## src/rtl/shift_tx_sched.sv

```systemverilog
`default_nettype none
// ============================================================================
// shift_tx_sched : round-robin two-requester scheduler feeding an MSB-first
//                  serializer with frame strobe and post-frame idle gap.
// Revision 1.0
// ============================================================================
module shift_tx_sched #(
  parameter int WIDTH = 8,
  parameter int GAP   = 1
) (
  input  logic             clk,
  input  logic             reset_n,
  input  logic             req0_valid,
  input  logic [WIDTH-1:0] req0_data,
  output logic             req0_ready,
  input  logic             req1_valid,
  input  logic [WIDTH-1:0] req1_data,
  output logic             req1_ready,
  output logic             sdo,
  output logic             sframe,
  output logic             grant_id,
  output logic             busy,
  output logic             done
);

  localparam int c_cnt_w = $clog2(WIDTH);
  localparam int c_gap_w = (GAP > 0) ? $clog2(GAP + 1) : 1;
  localparam logic [c_cnt_w-1:0] c_cnt_load = c_cnt_w'(WIDTH - 1);
  localparam logic [c_gap_w-1:0] c_gap_load = c_gap_w'((GAP > 0) ? GAP - 1 : 0);

  typedef enum logic [1:0] {
    S_IDLE  = 2'd0,
    S_SHIFT = 2'd1,
    S_GAP   = 2'd2
  } state_t;

  state_t             r_state;
  logic [WIDTH-1:0]   r_shreg;
  logic [c_cnt_w-1:0] r_bit_cnt;
  logic [c_gap_w-1:0] r_gap_cnt;
  logic               r_prio;
  logic               r_sframe;
  logic               r_grant;
  logic               r_busy;
  logic               r_done;

  logic w_idle;
  logic w_pick1;
  logic w_take;

  // Readys are held low while reset is asserted so no word is taken then.
  assign w_idle     = (r_state == S_IDLE) && reset_n;
  assign w_pick1    = req1_valid && (!req0_valid || r_prio);
  assign req1_ready = w_idle && w_pick1;
  assign req0_ready = w_idle && req0_valid && !w_pick1;
  assign w_take     = req0_ready || req1_ready;

  // The shifter refills with zeros, so its MSB is already 0 outside a frame.
  assign sdo      = r_shreg[WIDTH-1];
  assign sframe   = r_sframe;
  assign grant_id = r_grant;
  assign busy     = r_busy;
  assign done     = r_done;

  always_ff @(posedge clk or negedge reset_n) begin
    if (!reset_n) begin
      r_state   <= S_IDLE;
      r_shreg   <= '0;
      r_bit_cnt <= '0;
      r_gap_cnt <= '0;
      r_prio    <= 1'b0;
      r_sframe  <= 1'b0;
      r_grant   <= 1'b0;
      r_busy    <= 1'b0;
      r_done    <= 1'b0;
    end else begin
      r_done <= 1'b0;
      case (r_state)
        S_IDLE: begin
          if (w_take) begin
            r_shreg   <= w_pick1 ? req1_data : req0_data;
            r_grant   <= w_pick1;
            r_prio    <= !w_pick1;
            r_bit_cnt <= c_cnt_load;
            r_sframe  <= 1'b1;
            r_busy    <= 1'b1;
            r_state   <= S_SHIFT;
          end
        end
        S_SHIFT: begin
          r_shreg <= {r_shreg[WIDTH-2:0], 1'b0};
          if (r_bit_cnt != '0) begin
            r_bit_cnt <= r_bit_cnt - c_cnt_w'(1);
          end else begin
            r_sframe <= 1'b0;
            r_done   <= 1'b1;
            if (GAP > 0) begin
              r_gap_cnt <= c_gap_load;
              r_state   <= S_GAP;
            end else begin
              r_busy  <= 1'b0;
              r_state <= S_IDLE;
            end
          end
        end
        S_GAP: begin
          if (r_gap_cnt != '0) begin
            r_gap_cnt <= r_gap_cnt - c_gap_w'(1);
          end else begin
            r_busy  <= 1'b0;
            r_state <= S_IDLE;
          end
        end
        default: begin
          r_busy  <= 1'b0;
          r_state <= S_IDLE;
        end
      endcase
    end
  end

endmodule
`default_nettype wire

```

## config.mk

```make
export PLATFORM = sky130hd
export DESIGN_NAME = shift_tx_sched
export DESIGN_NICKNAME = d
export VERILOG_FILES = /design/src/rtl/shift_tx_sched.sv
export SDC_FILE = /design/constraint.sdc
export NUM_CORES = 1
export LEC_CHECK = 0
export CAP_MARGIN = 20
export CORE_MARGIN = 5
export CORE_UTILIZATION = 45
export DETAILED_ROUTE_END_ITERATION = 10
export PLACE_DENSITY = 0.76
export SYNTH_ARGS = -nofsm -noshare
export SYNTH_HDL_FRONTEND = slang
export SYNTH_SLANG_ARGS = --single-unit
```

## constraint.sdc

```tcl
create_clock -name clk -period 1.7 [get_ports clk]
set_input_delay 0.255 -clock clk [delete_from_list [all_inputs] [get_ports clk]]
set_output_delay 0.255 -clock clk [all_outputs]
set_load 0.01 [all_outputs]
```

Word-level counts from Yosys, hierarchy flattened
Cells that the tools add are included.
{"block": "totals", "regBits": 19, "in_bits": 20, "out_inout_bits": 7, "word_cells": 57}
{"block": "classes", "add_sub_neg": 2, "eq_ne": 6, "mux": 19, "bitwise_logic": 1, "reduce_logical": 20}
{"operator": "two-way mux 8 bit", "count": 2}
{"operator": "case mux 8 bit (2 select lines)", "count": 1}
{"operator": "AND reduction 3 bit", "count": 4}
{"operator": "!= test 2 bit (second input constant)", "count": 4}
{"operator": "two-way mux 1 bit", "count": 6}
{"operator": "two-way mux 2 bit", "count": 3}
{"operator": "two-way mux 3 bit", "count": 2}
{"operator": "case mux 2 bit (3 select lines)", "count": 1}
{"operator": "case mux 3 bit (2 select lines)", "count": 1}
{"operator": "AND reduction 2 bit", "count": 3}
{"operator": "logical AND 1 bit", "count": 5}
{"operator": "case mux 1 bit (2 select lines)", "count": 2}
{"operator": "nonzero test 2 bit", "count": 2}
{"operator": "case mux 1 bit (3 select lines)", "count": 1}
{"operator": "nonzero test 3 bit", "count": 1}
{"operator": "subtractor 3 x 1 -> 3 bit (second input constant)", "count": 1}
{"operator": "equality test 2 x 1 -> 1 bit (second input constant)", "count": 1}
{"operator": "equality test 2 bit (second input constant)", "count": 1}
{"operator": "zero test 1 bit", "count": 2}
{"operator": "zero test 2 bit", "count": 1}
{"operator": "logical OR 1 bit", "count": 2}
{"operator": "NOT 1 bit", "count": 1}
{"operator": "subtractor 1 bit (second input constant)", "count": 1}

Logic depth before layout (Yosys ltp)
Gate-level depths: netlist of run 1.
{"block": "logic_depth", "depth_word": 8, "ltp_mapped": 6, "depth_no_buf": 6}

Least setup slack after synthesis of run 1
Ideal clock, no wire load.
{"block": "synth_path", "kind": "flip-flop to flip-flop", "from": "reg r_bit_cnt[0]", "to": "reg r_bit_cnt[0]", "setup_ns": 0.079, "arrival_time_ns": 1.234, "required_time_ns": 1.621, "slack_ns": 0.387, "stages_incl_launch_ff": 7, "n_path_buf": 0, "period_less_slack_ns": 1.313, "path_cell_list": "dfrtp_1 > inv_1 > ha_1 > nor2b_1 > nor2_1 > mux2_2 > a2bb2oi_1"}
{"block": "synth_via", "elab_chain_len": 3, "word_cells_on_any_way": 6, "classes_between": "1 x add/sub; 1 x eq/ne; 2 x mux; 2 x reduce/logical"}
{"item": "start: declaration", "line": "39", "rtl": "logic [c_cnt_w-1:0] r_bit_cnt;"}
{"item": "start signal: assignment", "line": "84", "rtl": "r_bit_cnt <= c_cnt_load;"}
{"item": "start signal: assignment", "line": "93", "rtl": "r_bit_cnt <= r_bit_cnt - c_cnt_w'(1);"}
{"item": "subtractor 3 x 1 -> 3 bit or nonzero test 3 bit (tied branches)", "line": "93, 92"}
{"item": "two-way mux 3 bit or != test 2 bit (tied branches)"}
{"item": "case mux 3 bit (2 select lines) or AND reduction 3 bit (tied branches)"}
Several ways; a longest one is shown, not always the timed one. The select of a mux whose other input is x is not followed.
A chain may end at the register's enable or synchronous reset.

Worst setup path after layout of run 1
{"block": "layout_path", "from": "in req0_valid", "to": "out req1_ready"}
{"block": "layout_via", "elab_chain_len": 4}
{"item": "start: declaration", "line": "13", "rtl": "input logic req0_valid,"}
{"item": "zero test 1 bit", "line": "53", "rtl": "assign w_pick1 = req1_valid && (!req0_valid || r_prio);"}
{"item": "logical OR 1 bit", "line": "53"}
{"item": "logical AND 1 bit", "line": "53"}
{"item": "logical AND 1 bit", "line": "54", "rtl": "assign req1_ready = w_idle && w_pick1;"}
{"item": "end: declaration", "line": "18", "rtl": "output logic req1_ready,"}
No other way between the ends.

==> summary.md, run 1 <==
| Metric | Value |
|---|---|
| Clock power share | `between 10% and 20%` |
| Top Family by Delay on Critical Path | `buffers and inverters` |
| Commonest register cell after synthesis | `dfrtp_1` |
| Distinct cell type count after synthesis | `26` |
| Worst-path clk slew | `between 0.1 and 0.15 ns` |
| Hold Vio Cnt, Final | `0` |
| VDD IR max | `703 uV` |
| Final setup viols | `0` |
| Sequential area share after synthesis | `48.3%` |
| Fin. max-slew vios | `0` |
| Commonest non-fill, non-tap cells in the layout | `24 x clkdlybuf4s50_1, 18 x dfrtp_1, 12 x buf_4, 9 x nand2b_1, 9 x a21oi_1` |
| Final nets | `156` |
| WL per Instance | `around 13 um` |
| RSZ-0062 raised after global routing | `false` |
| Synthesis-to-finish area growth | `42.4%` |
| CP cell instances | `clkdlybuf4s50_1 > inv_1 > o21ai_4 > nor2_1 > dlygate4sd2_1` |
| Longest Clk Path Bufs | `2` |
| Post-synth EDFFs | `0` |
| Hold-fix buffers at CTS | `0` |
| Full die area | `3080 um2` |
| Initial antenna violation count | `0` |
| Logic pwr share | `slightly below 50%` |
| Core area | `1960 um2` |
| Fill cells | `between 150 and 200` |
| GR Util met2 | `27.9%` |
| Num CTS Buffers | `3` |
| Total gr overflow | `0` |
| CTS tree | `built` |
| Met3 usage | `3.73%` |
| Cells after synthesis | `95` |
| Drt pass-1 iters | `4` |
| Vias/cell | `around 5.3` |
| Final cell count without fillers | `160` |
| Sequential power share | `a little under two fifths` |
| Largest net degree at the start of global routing | `21` |
| Synth warn | `0` |
| Critical Path Sink Type | `output port` |
| PnR worst setup slack | `between 0.09 and 0.1 ns` |
| First-pass GRT wire length | `about 3700 um` |
| Pint | `between 1 and 1.5 mW` |
| Skew-Pair Late Insertion Delay | `0.29 ns` |
| Status | `finished clean` |
| Layout cells sized above 1 | `15.0%` |
| Crit path DAT | `approximately 1.4 ns` |
| Row count | `16` |
| Worst setup path startpoint | `req0_valid` |
| Minimum clock period | `approximately 1.6 ns` |
| Max-slew headroom | `73.0%` |
| Commonest non-fill, non-tap cell in the layout | `clkdlybuf4s50_1` |
| WP buf/inv | `3` |
| Vias in the first global route | `890` |
| Psw | `a little under 700 uW` |
| Total number of vias | `847` |
| GR Layer Usage met1 | `16.3%` |
| Avg Cell Area, Syn | `approximately 10 um2` |
| CP startpoint kind | `primary input` |
| Die Span X | `55.5 um` |
| Total GRT Usage | `14.9%` |
| Drt total wl | `approximately 2100 um` |
| CTS H-tree lvls | `1` |
| Crit Path Category | `primary input to output port` |
| Port Buffer Count | `26` |
| Switching Share | `around 36%` |
| DIE HEIGHT | `~56 um` |
| Worst min path class | `primary input to asynchronous set/reset pin` |
| GPL Wtd Cong | `0.823` |
| Hpwl dp | `around 1700 um` |
| Worst slack at placement | `-0.136 ns` |
| Clk_skew | `~0.0035 ns` |
| Reg2reg start | `r_bit_cnt[0]` |
| N_diodes | `0` |
| Initial core utilization | `47.5%` |
| Required time worst endpoint | `about 1.4 ns` |
| Cells after DPL | `156` |
| Initial DRC Count | `18` |
| GRT Max-Usage Layer | `met2` |
| Antenna Nets Post-Route | `0` |
| Synth Register Bits | `18` |
| FMAX | `0.625 GHz` |
| Max-cap violation count | `0` |
| Tcrit/Tclk final | `between 90 and 100%` |
| Critical-path top delay cell | `clkdlybuf4s50_1` |
| Worst-margin pin slew | `around 0.4 ns` |
| CP max FO | `4` |
| Net Count, Synth | `between 100 and 150` |
| CTS Root Cell | `clkbuf_4` |
| PD cells | `~1500 nW/um2` |
| Post-synthesis instance area | `between 900 and 1000 um2` |
| Max incr delay on CP | `between 0.5 and 0.6 ns` |
| Asr flop ratio synth | `100%` |
| Num ports | `27` |
| Residual DRC | `0` |
| Static leakage | `between 0.5 and 0.6 nW` |
| CTS sink count | `18` |
-- power by group through the flow --
stage / logic (mW) / registers (mW) / clock network, mW
4_1_cts: 0.949 / 0.747 / 0.270
3_5_place_dp: 0.950 / 0.756 / 0
3_3_place_gp: 0.916 / 0.743 / 0
5_1_grt: 1.04 / 0.776 / 0.283
6_report: 0.937 / 0.748 / 0.262
2_1_floorplan: 0.563 / 0.765 / 0
-- final cells by class --
| type | count | area (um2) | share of cell area (%) |
|---|---|---|---|
| Tap cell | 27 | 33.8 | 2.54 |
| Inverter | 5 | 18.8 | 1.41 |
| Timing Repair Buffer | 38 | 348 | 26.2 |
| Multi-Input combinational cell | 68 | 440 | 33.2 |
| Clock buffer | 4 | 36.3 | 2.73 |
| Sequential cell | 18 | 450 | 33.9 |
-- cells by family after synthesis --
group           after synthesis  share of synthesized area (%)
compound gates               35                           25.4
fa+ha+maj                     2                           2.68
buf+inv                       9                           4.43
flops                        18                           48.3
mux                           2                           2.28
simple gates                 29                           16.9
-- synth_stat cells, drive strengths merged, types with 2 or more instances --
| cell type | n | area (um2) |
|---|---|---|
| o21ai | 7 | 46.3 |
| a21oi | 9 | 45.0 |
| ha | 2 | 25.0 |
| nand2b | 10 | 65.1 |
| nand3 | 2 | 10.0 |
| o221ai | 7 | 61.3 |
| nand2 | 5 | 18.8 |
| a2bb2oi | 2 | 17.5 |
| nor2 | 8 | 30.0 |
| dfrtp | 18 | 450 |
| buf | 4 | 22.5 |
| inv | 5 | 18.8 |
| o22ai | 7 | 43.8 |
-- per-layer routing --
layer | vias to the layer above | part of all wire, %
met5 | - | 0
met4 | 0 | 0.61
met3 | 2 | 6.1
met2 | 21 | 52
met1 | 402 | 41
li1 | 422 | -
-- worst register-to-register path: stages (launching register included) --
cell       delay, ns
dfrtp_1         0.42
inv_1           0.09
ha_1            0.18
nor2b_1         0.23
nor2_1          0.08
mux2_2          0.27
a2bb2oi_1       0.16
-- flip-flops by register name (all words and copies together), names as in the netlist --
signal     cells
grant_id       1
r_bit_cnt      3
r_prio         1
sframe         1
done           1
r_shreg        8
busy           1
r_state        2
-- stage by stage --
stage | power, mW | util, % | instance area [um2] | setup TNS [ns] | hold slack (ns)
after floorplan | 1.33 | - | 932 | 0 | -0.0406
after global placement | 1.66 | 65.9 | 1290 | -0.329 | 0.460
after detailed placement | 1.71 | 65.9 | 1290 | -0.853 | 0.479
after CTS | 1.97 | 67.7 | 1330 | 0 | 0.324
after global routing | 2.10 | 67.7 | 1330 | 0 | 0.339
final | 1.95 | 67.7 | 1330 | 0 | 0.318
-- repair_timing --
action                                  4_1_cts  5_1_grt
resized for setup                             2        0
hold endpoints to repair                      0        0
buffers inserted                              0        0
endpoints found under the setup margin        2        0
-- final timing paths --
kind | to | slack [ns] | cells past startpoint
min in group clk | grant_id | 0.50 | 1
max | req1_ready | 0.1 | 5
min | r_bit_cnt[2] | 0.32 | 2
max reg2reg | r_bit_cnt[0] | 0.20 | 6
min reg2reg | grant_id | 0.50 | 1
max in group asynchronous | r_shreg[0] | 1.18 | 2
Note: power is estimated with default switching activity, not from simulation.
==> run 2: changes to the inputs <==
--- a/config.mk
+++ b/config.mk
@@ -5,6 +5,7 @@
 export SDC_FILE = /design/constraint.sdc
 export NUM_CORES = 1
 export LEC_CHECK = 0
+export ABC_CLOCK_PERIOD_IN_PS = 1700
 export CAP_MARGIN = 20
 export CORE_MARGIN = 5
 export CORE_UTILIZATION = 45
==> results of run 2 <==
Same layout as run 1: the final DEF is identical, and so are final timing and power.
